File: src/rtl/l1_tag_update_ctrl_pkg.sv
// Shared sizing constants and FSM encoding for the L1 tag/valid array update controller.
// Every block that touches the tag array imports these so they agree on geometry.
package l1_tag_update_ctrl_pkg;

  localparam int L1_NUM_SETS        = 64;
  localparam int L1_SET_INDEX_WIDTH = 6;
  localparam int L1_TAG_WIDTH       = 20;
  localparam int L1_WAY_W           = 2;

  typedef enum logic [1:0] {
    STATE_IDLE  = 2'd0,
    STATE_FLUSH = 2'd1,
    STATE_DONE  = 2'd2
  } l1_state_e;

endpackage

File: src/rtl/l1_tag_update_ctrl_fill_fifo.sv
// Two-entry FIFO holding pending L2 fills as packed {way, tag, set} words.
// Push is dropped when full and pop is dropped when empty, so callers may gate loosely.
module l1_fill_fifo
  import l1_tag_update_ctrl_pkg::*;
#(
  parameter int W = L1_WAY_W + L1_TAG_WIDTH + L1_SET_INDEX_WIDTH
) (
  input  logic         clk,
  input  logic         reset,
  input  logic         push,
  input  logic [W-1:0] push_data,
  input  logic         pop,
  output logic [W-1:0] head,
  output logic         full,
  output logic         empty
);

  logic [W-1:0] mem [2];
  logic         wr_ptr;
  logic         rd_ptr;
  logic [1:0]   count;
  logic         push_ok;
  logic         pop_ok;

  assign full    = (count == 2'd2);
  assign empty   = (count == 2'd0);
  assign push_ok = push && !full;
  assign pop_ok  = pop && !empty;
  assign head    = mem[rd_ptr];

  always_ff @(posedge clk or posedge reset) begin
    if (reset) begin
      wr_ptr <= 1'b0;
      rd_ptr <= 1'b0;
      count  <= 2'd0;
    end else begin
      if (push_ok) wr_ptr <= ~wr_ptr;
      if (pop_ok)  rd_ptr <= ~rd_ptr;
      case ({push_ok, pop_ok})
        2'b10:   count <= count + 2'd1;
        2'b01:   count <= count - 2'd1;
        default: count <= count;
      endcase
    end
  end

  // Storage needs no reset: count gates every read.
  always_ff @(posedge clk) begin
    if (push_ok) mem[wr_ptr] <= push_data;
  end

endmodule

File: src/rtl/l1_tag_update_ctrl.sv
// Sequences fills, single-way invalidates and whole-cache flushes into one L1 tag array
// through a registered update/invalidate port; lookups are stalled while a flush walks the sets.
module l1_tag_update_ctrl
  import l1_tag_update_ctrl_pkg::*;
#(
  parameter int NUM_SETS = L1_NUM_SETS,
  parameter int SET_W    = L1_SET_INDEX_WIDTH,
  parameter int TAG_W    = L1_TAG_WIDTH
) (
  input  logic             clk,
  input  logic             reset,
  input  logic             fill_valid_i,
  input  logic [1:0]       fill_way_i,
  input  logic [TAG_W-1:0] fill_tag_i,
  input  logic [SET_W-1:0] fill_set_i,
  output logic             fill_ready_o,
  input  logic             inval_valid_i,
  input  logic [1:0]       inval_way_i,
  input  logic [SET_W-1:0] inval_set_i,
  output logic             inval_ready_o,
  input  logic             flush_req_i,
  output logic             flush_busy_o,
  output logic             flush_done_o,
  output logic             lookup_stall_o,
  output logic             update_o,
  output logic             invalidate_one_way_o,
  output logic             invalidate_all_ways_o,
  output logic [1:0]       update_way_o,
  output logic [TAG_W-1:0] update_tag_o,
  output logic [SET_W-1:0] update_set_o,
  output l1_state_e        dbg_state_o
);

  localparam int               ENTRY_W  = L1_WAY_W + TAG_W + SET_W;
  localparam logic [SET_W-1:0] LAST_SET = SET_W'(NUM_SETS - 1);

  l1_state_e        state_q, state_d;
  logic [SET_W-1:0] cnt_q, cnt_d;

  logic             upd_d, inv_one_d, inv_all_d, done_d;
  logic [1:0]       way_d;
  logic [TAG_W-1:0] tag_d;
  logic [SET_W-1:0] set_d;

  logic               fifo_full, fifo_empty, fifo_pop;
  logic [ENTRY_W-1:0] fifo_head;
  logic [1:0]         head_way;
  logic [TAG_W-1:0]   head_tag;
  logic [SET_W-1:0]   head_set;

  // Handshakes: a fill transfers on a cycle where fill_valid_i && fill_ready_o, an invalidate
  // on a cycle where inval_valid_i && inval_ready_o; valid may not depend on ready.
  l1_fill_fifo #(.W(ENTRY_W)) u_fill_fifo (
    .clk       (clk),
    .reset     (reset),
    .push      (fill_valid_i),
    .push_data ({fill_way_i, fill_tag_i, fill_set_i}),
    .pop       (fifo_pop),
    .head      (fifo_head),
    .full      (fifo_full),
    .empty     (fifo_empty)
  );

  assign {head_way, head_tag, head_set} = fifo_head;
  assign fill_ready_o   = !fifo_full;
  assign flush_busy_o   = (state_q != STATE_IDLE);
  assign lookup_stall_o = flush_busy_o;
  assign dbg_state_o    = state_q;

  always_comb begin
    state_d       = state_q;
    cnt_d         = cnt_q;
    fifo_pop      = 1'b0;
    inval_ready_o = 1'b0;
    upd_d         = 1'b0;
    inv_one_d     = 1'b0;
    inv_all_d     = 1'b0;
    done_d        = 1'b0;
    way_d         = '0;
    tag_d         = '0;
    set_d         = '0;
    case (state_q)
      STATE_IDLE: begin
        inval_ready_o = !flush_req_i;
        if (flush_req_i) begin
          state_d = STATE_FLUSH;
          cnt_d   = '0;
        end else if (inval_valid_i) begin
          // Invalidate wins over a queued fill so a same-line fill lands afterwards.
          inv_one_d = 1'b1;
          way_d     = inval_way_i;
          set_d     = inval_set_i;
        end else if (!fifo_empty) begin
          fifo_pop = 1'b1;
          upd_d    = 1'b1;
          way_d    = head_way;
          tag_d    = head_tag;
          set_d    = head_set;
        end
      end
      STATE_FLUSH: begin
        inv_all_d = 1'b1;
        set_d     = cnt_q;
        cnt_d     = cnt_q + SET_W'(1);
        if (cnt_q == LAST_SET) state_d = STATE_DONE;
      end
      STATE_DONE: begin
        done_d  = 1'b1;
        state_d = STATE_IDLE;
      end
      default: state_d = STATE_IDLE;
    endcase
  end

  always_ff @(posedge clk or posedge reset) begin
    if (reset) begin
      state_q               <= STATE_IDLE;
      cnt_q                 <= '0;
      update_o              <= 1'b0;
      invalidate_one_way_o  <= 1'b0;
      invalidate_all_ways_o <= 1'b0;
      flush_done_o          <= 1'b0;
      update_way_o          <= '0;
      update_tag_o          <= '0;
      update_set_o          <= '0;
    end else begin
      state_q               <= state_d;
      cnt_q                 <= cnt_d;
      update_o              <= upd_d;
      invalidate_one_way_o  <= inv_one_d;
      invalidate_all_ways_o <= inv_all_d;
      flush_done_o          <= done_d;
      update_way_o          <= way_d;
      update_tag_o          <= tag_d;
      update_set_o          <= set_d;
    end
  end

endmodule

File: config.mk
export PLATFORM = sky130hd
export DESIGN_NAME = l1_tag_update_ctrl
export DESIGN_NICKNAME = d
export VERILOG_FILES = /design/src/rtl/l1_tag_update_ctrl_pkg.sv /design/src/rtl/l1_tag_update_ctrl_fill_fifo.sv /design/src/rtl/l1_tag_update_ctrl.sv
export SDC_FILE = /design/constraint.sdc
export NUM_CORES = 1
export LEC_CHECK = 0
export ABC_CLOCK_PERIOD_IN_PS = 2550
export CAP_MARGIN = 20
export CORE_MARGIN = 2
export CORE_UTILIZATION = 38
export DETAILED_ROUTE_END_ITERATION = 10
export SLEW_MARGIN = 15
export SYNTH_ARGS = -nofsm -noshare
export SYNTH_HDL_FRONTEND = slang
export SYNTH_SLANG_ARGS = --single-unit
File: constraint.sdc
create_clock -name clk -period 2.55 [get_ports clk]
set_input_delay 0.51 -clock clk [delete_from_list [all_inputs] [get_ports clk]]
set_output_delay 0.51 -clock clk [all_outputs]
set_load 0.01 [all_outputs]
==> qor.json <==
{
  "synth_top_area_share": {"value": 0.464},
  "post_drt_wl_per_cell": {"value": 14.5, "unit": "um"},
  "placeableCoreArea": {"value": 9240, "unit": "um^2"},
  "grt_overflow_total": {"value": 0},
  "area_delta_synth_final": {"value": 30.6, "unit": "%"},
  "fin_crit_sh": {"value": 0.958},
  "cp_max_fo": {"value": 2},
  "most-common-layout-cells": {"value": "78 x sky130_fd_sc_hd__clkdlybuf4s50_1, 56 x sky130_fd_sc_hd__edfxtp_1, 43 x sky130_fd_sc_hd__dfrtp_1, 28 x sky130_fd_sc_hd__mux2i_1, 22 x sky130_fd_sc_hd__nor2_1"},
  "hold_viol": {"value": 0},
  "crit_path_max_cell_delay": {"value": 0.52, "unit": "ns"},
  "p_leak": {"value": 1.81, "unit": "nW"},
  "dpl_cell_area": {"value": 4550, "unit": "um^2"},
  "clockPowerShare": {"value": 0.220},
  "post_synth_xor_area_fraction": {"value": 0.0145},
  "final.min_clock_period": {"value": 2.44, "unit": "ns"},
  "drive_above_1_share": {"value": 0.0892},
  "drcViolationCount": {"value": 0},
  "top_level_ports": {"value": 79},
  "finalWeightedCongestion": {"value": 0.733},
  "tritoncts.num_buffers": {"value": 9},
  "die_area": {"value": 10300, "unit": "um^2"},
  "insertion_delay_of_the_later_clocked_pin_in_the_worst_skew_pair": {"value": 0.36, "unit": "ns"},
  "synth_fp_nets": {"value": 265},
  "path_class": {"value": "in2out"},
  "max_slew.worst_pin.slew": {"value": 0.557, "unit": "ns"},
  "synth_fa_ha_area_frac": {"value": 0.00691},
  "port-buffer-count": {"value": 78},
  "simple_gate_area_share_of_the_yosys_netlist": {"value": 0.0628},
  "viasPerCell": {"value": 4.58},
  "vias_in_the_first_global_route": {"value": 2076},
  "groute.usage.overall": {"value": 0.137},
  "maxClockFrequency": {"value": 0.409, "unit": "GHz"},
  "syn-cell-area": {"value": 3620, "unit": "um^2"},
  "netlist.top_cell.by_area": {"value": "sky130_fd_sc_hd__edfxtp_1"},
  "cts.repair.resized": {"value": 0},
  "placed_cells": {"value": 427},
  "synth_top_family_by_area": {"value": "multiplexers"},
  "rsz0062_at_grt": {"value": "no"},
  "power.total": {"value": 0.00422, "unit": "W"},
  "power.combinational.fraction": {"value": 0.236},
  "grt_max_degree": {"value": 29},
  "critical_path_arrival": {"value": 1.93, "unit": "ns"},
  "timing.final.setup_violations": {"value": 0},
  "wl": {"value": 6.41, "unit": "mm"},
  "grt_first_pass_wirelength": {"value": 10.4, "unit": "mm"},
  "tritoncts": {"value": "done"},
  "synth.yosys.seq_area_share": {"value": 0.768},
  "worst-path-buf-inv": {"value": 3},
  "worst_ep_required_time": {"value": 2.04, "unit": "ns"},
  "post-route-cell-area": {"value": 4730, "unit": "um^2"},
  "totalNegativeSetupSlack": {"value": 0, "unit": "ns"},
  "netSwitchingPower": {"value": 0.00124, "unit": "W"},
  "dp_hpwl": {"value": 4.21, "unit": "mm"},
  "number_of_warning_messages_in_the_yosys_log": {"value": 0},
  "clock_skew": {"value": 0.0110, "unit": "ns"},
  "drt_iter0_drc": {"value": 70},
  "synth-seq-cells": {"value": 100},
  "power.ir.vdd_worst": {"value": 0.356, "unit": "mV"},
  "end_kind": {"value": "output pin"},
  "synthTopCellsByArea": {"value": "sky130_fd_sc_hd__edfxtp_1 46%, sky130_fd_sc_hd__dfrtp_1 30%, sky130_fd_sc_hd__mux2i_1 7.7%, sky130_fd_sc_hd__nor2_1 2.4%, sky130_fd_sc_hd__a221o_1 1.7%"},
  "synth-compound-area-share": {"value": 0.0435},
  "diodes": {"value": 0},
  "switching_share": {"value": 0.294},
  "synth_cells": {"value": 222},
  "grt_antenna_before_repair": {"value": 0},
  "slew_viol_final": {"value": 0},
  "clock-root-buffer": {"value": "sky130_fd_sc_hd__clkbuf_8"},
  "die_w": {"value": 102, "unit": "um"},
  "cts.htree.levels": {"value": 3},
  "numClockSinks": {"value": 100},
  "die-height": {"value": 102, "unit": "um"},
  "post_cts.repair.setup_buffers": {"value": 0},
  "cts-hold-fix-buffers": {"value": 0},
  "hold_class": {"value": "in2async"},
  "outcome": {"value": "complete, no violations"},
  "antenna_nets_post_route": {"value": 0},
  "dr.pass1.iters": {"value": 4},
  "layout_commonest_cell": {"value": "sky130_fd_sc_hd__clkdlybuf4s50_1"},
  "critical-path-slowest-cell": {"value": "sky130_fd_sc_hd__clkdlybuf4s50_1"},
  "synthMuxAreaShare": {"value": 0.0773},
  "crit_family": {"value": "buffers and inverters"},
  "cts.path.max_buffers": {"value": 2},
  "std_cell_rows": {"value": 35},
  "final_cells": {"value": 443},
  "critical_path.most_common_cell": {"value": "sky130_fd_sc_hd__clkdlybuf4s50_1"},
  "worst_setup_hold_path_clk_slew": {"value": 0.10, "unit": "ns"},
  "power.sequential.fraction": {"value": 0.544},
  "timing.max_cap.violations": {"value": 0},
  "max-slew-margin-rel": {"value": 0.628},
  "cp_cell_sequence": {"value": "clkdlybuf4s50_1, or3_1, inv_1, clkdlybuf4s50_1"},
  "postSynthAreaPerCell": {"value": 16.3, "unit": "um^2"},
  "cell_internal_pwr": {"value": 0.00298, "unit": "W"},
  "post-route-util": {"value": 0.512},
  "power.density_cell_area": {"value": 892, "unit": "nW/um^2"},
  "timing.critical_path.from_type": {"value": "input port"},
  "synth_cell_type_count": {"value": 33},
  "initial_core_util": {"value": 0.392},
  "num_vias": {"value": 2027},
  "fin_nets": {"value": 352}
}
flip-flops by register name, indices dropped and copies added, names as in the netlist, 2 cells and up:
| name | cells |
|---|---|
| u_fill_fifo.mem | 56 |
| update_tag_o | 20 |
| cnt_q | 6 |
| update_set_o | 6 |
| dbg_state_o | 2 |
| u_fill_fifo.count | 2 |
| update_way_o | 2 |
metal layers:
| layer | global-route usage | up-vias | part of all wire |
|---|---|---|---|
| met1 | 0.164 | 993 | 0.42 |
| met3 | 0.0469 | 7 | 0.059 |
| met4 | 0.0530 | 0 | 0.015 |
| met2 | 0.227 | 52 | 0.51 |
| met5 | 0 | - | 0 |
| li1 | - | 975 | - |
cells by family after synthesis:
group / Yosys count
flops: 100
simple gates: 50
mux: 28
compound gates: 20
buf+inv: 16
xor+xnor: 6
fa+ha+maj: 2
final timing paths:
kind	start	endpoint	slack, ns	cells past startpoint
max	flush_req_i	inval_ready_o	0.11	4
min	reset	invalidate_one_way_o$_DFF_PP0_	0.30	2
max reg2reg	dbg_state_o[0]$_DFFE_PP0P_	u_fill_fifo.count[1]$_DFFE_PP0P_	0.63	7
min reg2reg	u_fill_fifo.mem[0][21]$_DFFE_PP_	update_tag_o[15]$_DFF_PP0_	0.49	2
max in group asynchronous	reset	update_tag_o[14]$_DFF_PP0_	1.73	3
min in group clk	u_fill_fifo.mem[0][21]$_DFFE_PP_	update_tag_o[15]$_DFF_PP0_	0.49	2
Yosys cell counts:
library cell                number
sky130_fd_sc_hd__o2bb2ai_1       2
sky130_fd_sc_hd__a41oi_1         1
sky130_fd_sc_hd__a221o_1         6
sky130_fd_sc_hd__nand2_1         7
sky130_fd_sc_hd__nand3_1         3
sky130_fd_sc_hd__o311ai_0        1
sky130_fd_sc_hd__o211ai_1        1
sky130_fd_sc_hd__nand2b_1        3
sky130_fd_sc_hd__buf_6           4
sky130_fd_sc_hd__nor2b_1         1
sky130_fd_sc_hd__o21ai_0         4
sky130_fd_sc_hd__nor2_1         23
sky130_fd_sc_hd__ha_1            2
sky130_fd_sc_hd__o22ai_1         1
sky130_fd_sc_hd__nor3b_1         1
sky130_fd_sc_hd__a22o_1          1
sky130_fd_sc_hd__a21oi_1         1
sky130_fd_sc_hd__and3_1          2
sky130_fd_sc_hd__dfrtp_1        44
sky130_fd_sc_hd__or3_1           1
sky130_fd_sc_hd__mux2i_1        28
sky130_fd_sc_hd__nor3_1          6
sky130_fd_sc_hd__buf_4           1
sky130_fd_sc_hd__o21bai_1        2
sky130_fd_sc_hd__buf_2           3
sky130_fd_sc_hd__or2_2           1
sky130_fd_sc_hd__edfxtp_1       56
sky130_fd_sc_hd__nor2_2          1
sky130_fd_sc_hd__inv_1           7
sky130_fd_sc_hd__xor2_1          1
sky130_fd_sc_hd__clkbuf_1        1
sky130_fd_sc_hd__or2_1           1
sky130_fd_sc_hd__xnor2_1         5
final cells by class:
| type | instances | area [um^2] |
|---|---|---|
| fillers | 806 | 4510 |
| flip-flops and latches | 100 | 2780 |
| repair buffers | 85 | 833 |
| multi-input cells | 106 | 746 |
| well taps | 129 | 161 |
| clock buffers | 9 | 124 |
| clock inverters | 7 | 57.6 |
| inverters | 7 | 26.3 |
power by group through the flow:
stage               clock network [W]  registers (W)  logic (W)
floorplan                           0        0.00229   0.000658
global placement                    0        0.00233    0.00100
detailed placement                  0        0.00234    0.00102
CTS                          0.000967        0.00230    0.00102
global route                  0.00105        0.00234    0.00112
finish                       0.000927        0.00230   0.000998
metrics by stage:
step | hold slack, ns | setup slack (ns)
6_report | 0.295 | 0.106
4_1_cts | 0.278 | 0.0925
2_1_floorplan | 0.460 | 0.234
5_1_grt | 0.302 | 0.0358
3_5_place_dp | 0.476 | 0.102
3_3_place_gp | 0.466 | 0.118
Note: power is estimated with default switching activity, not from simulation.
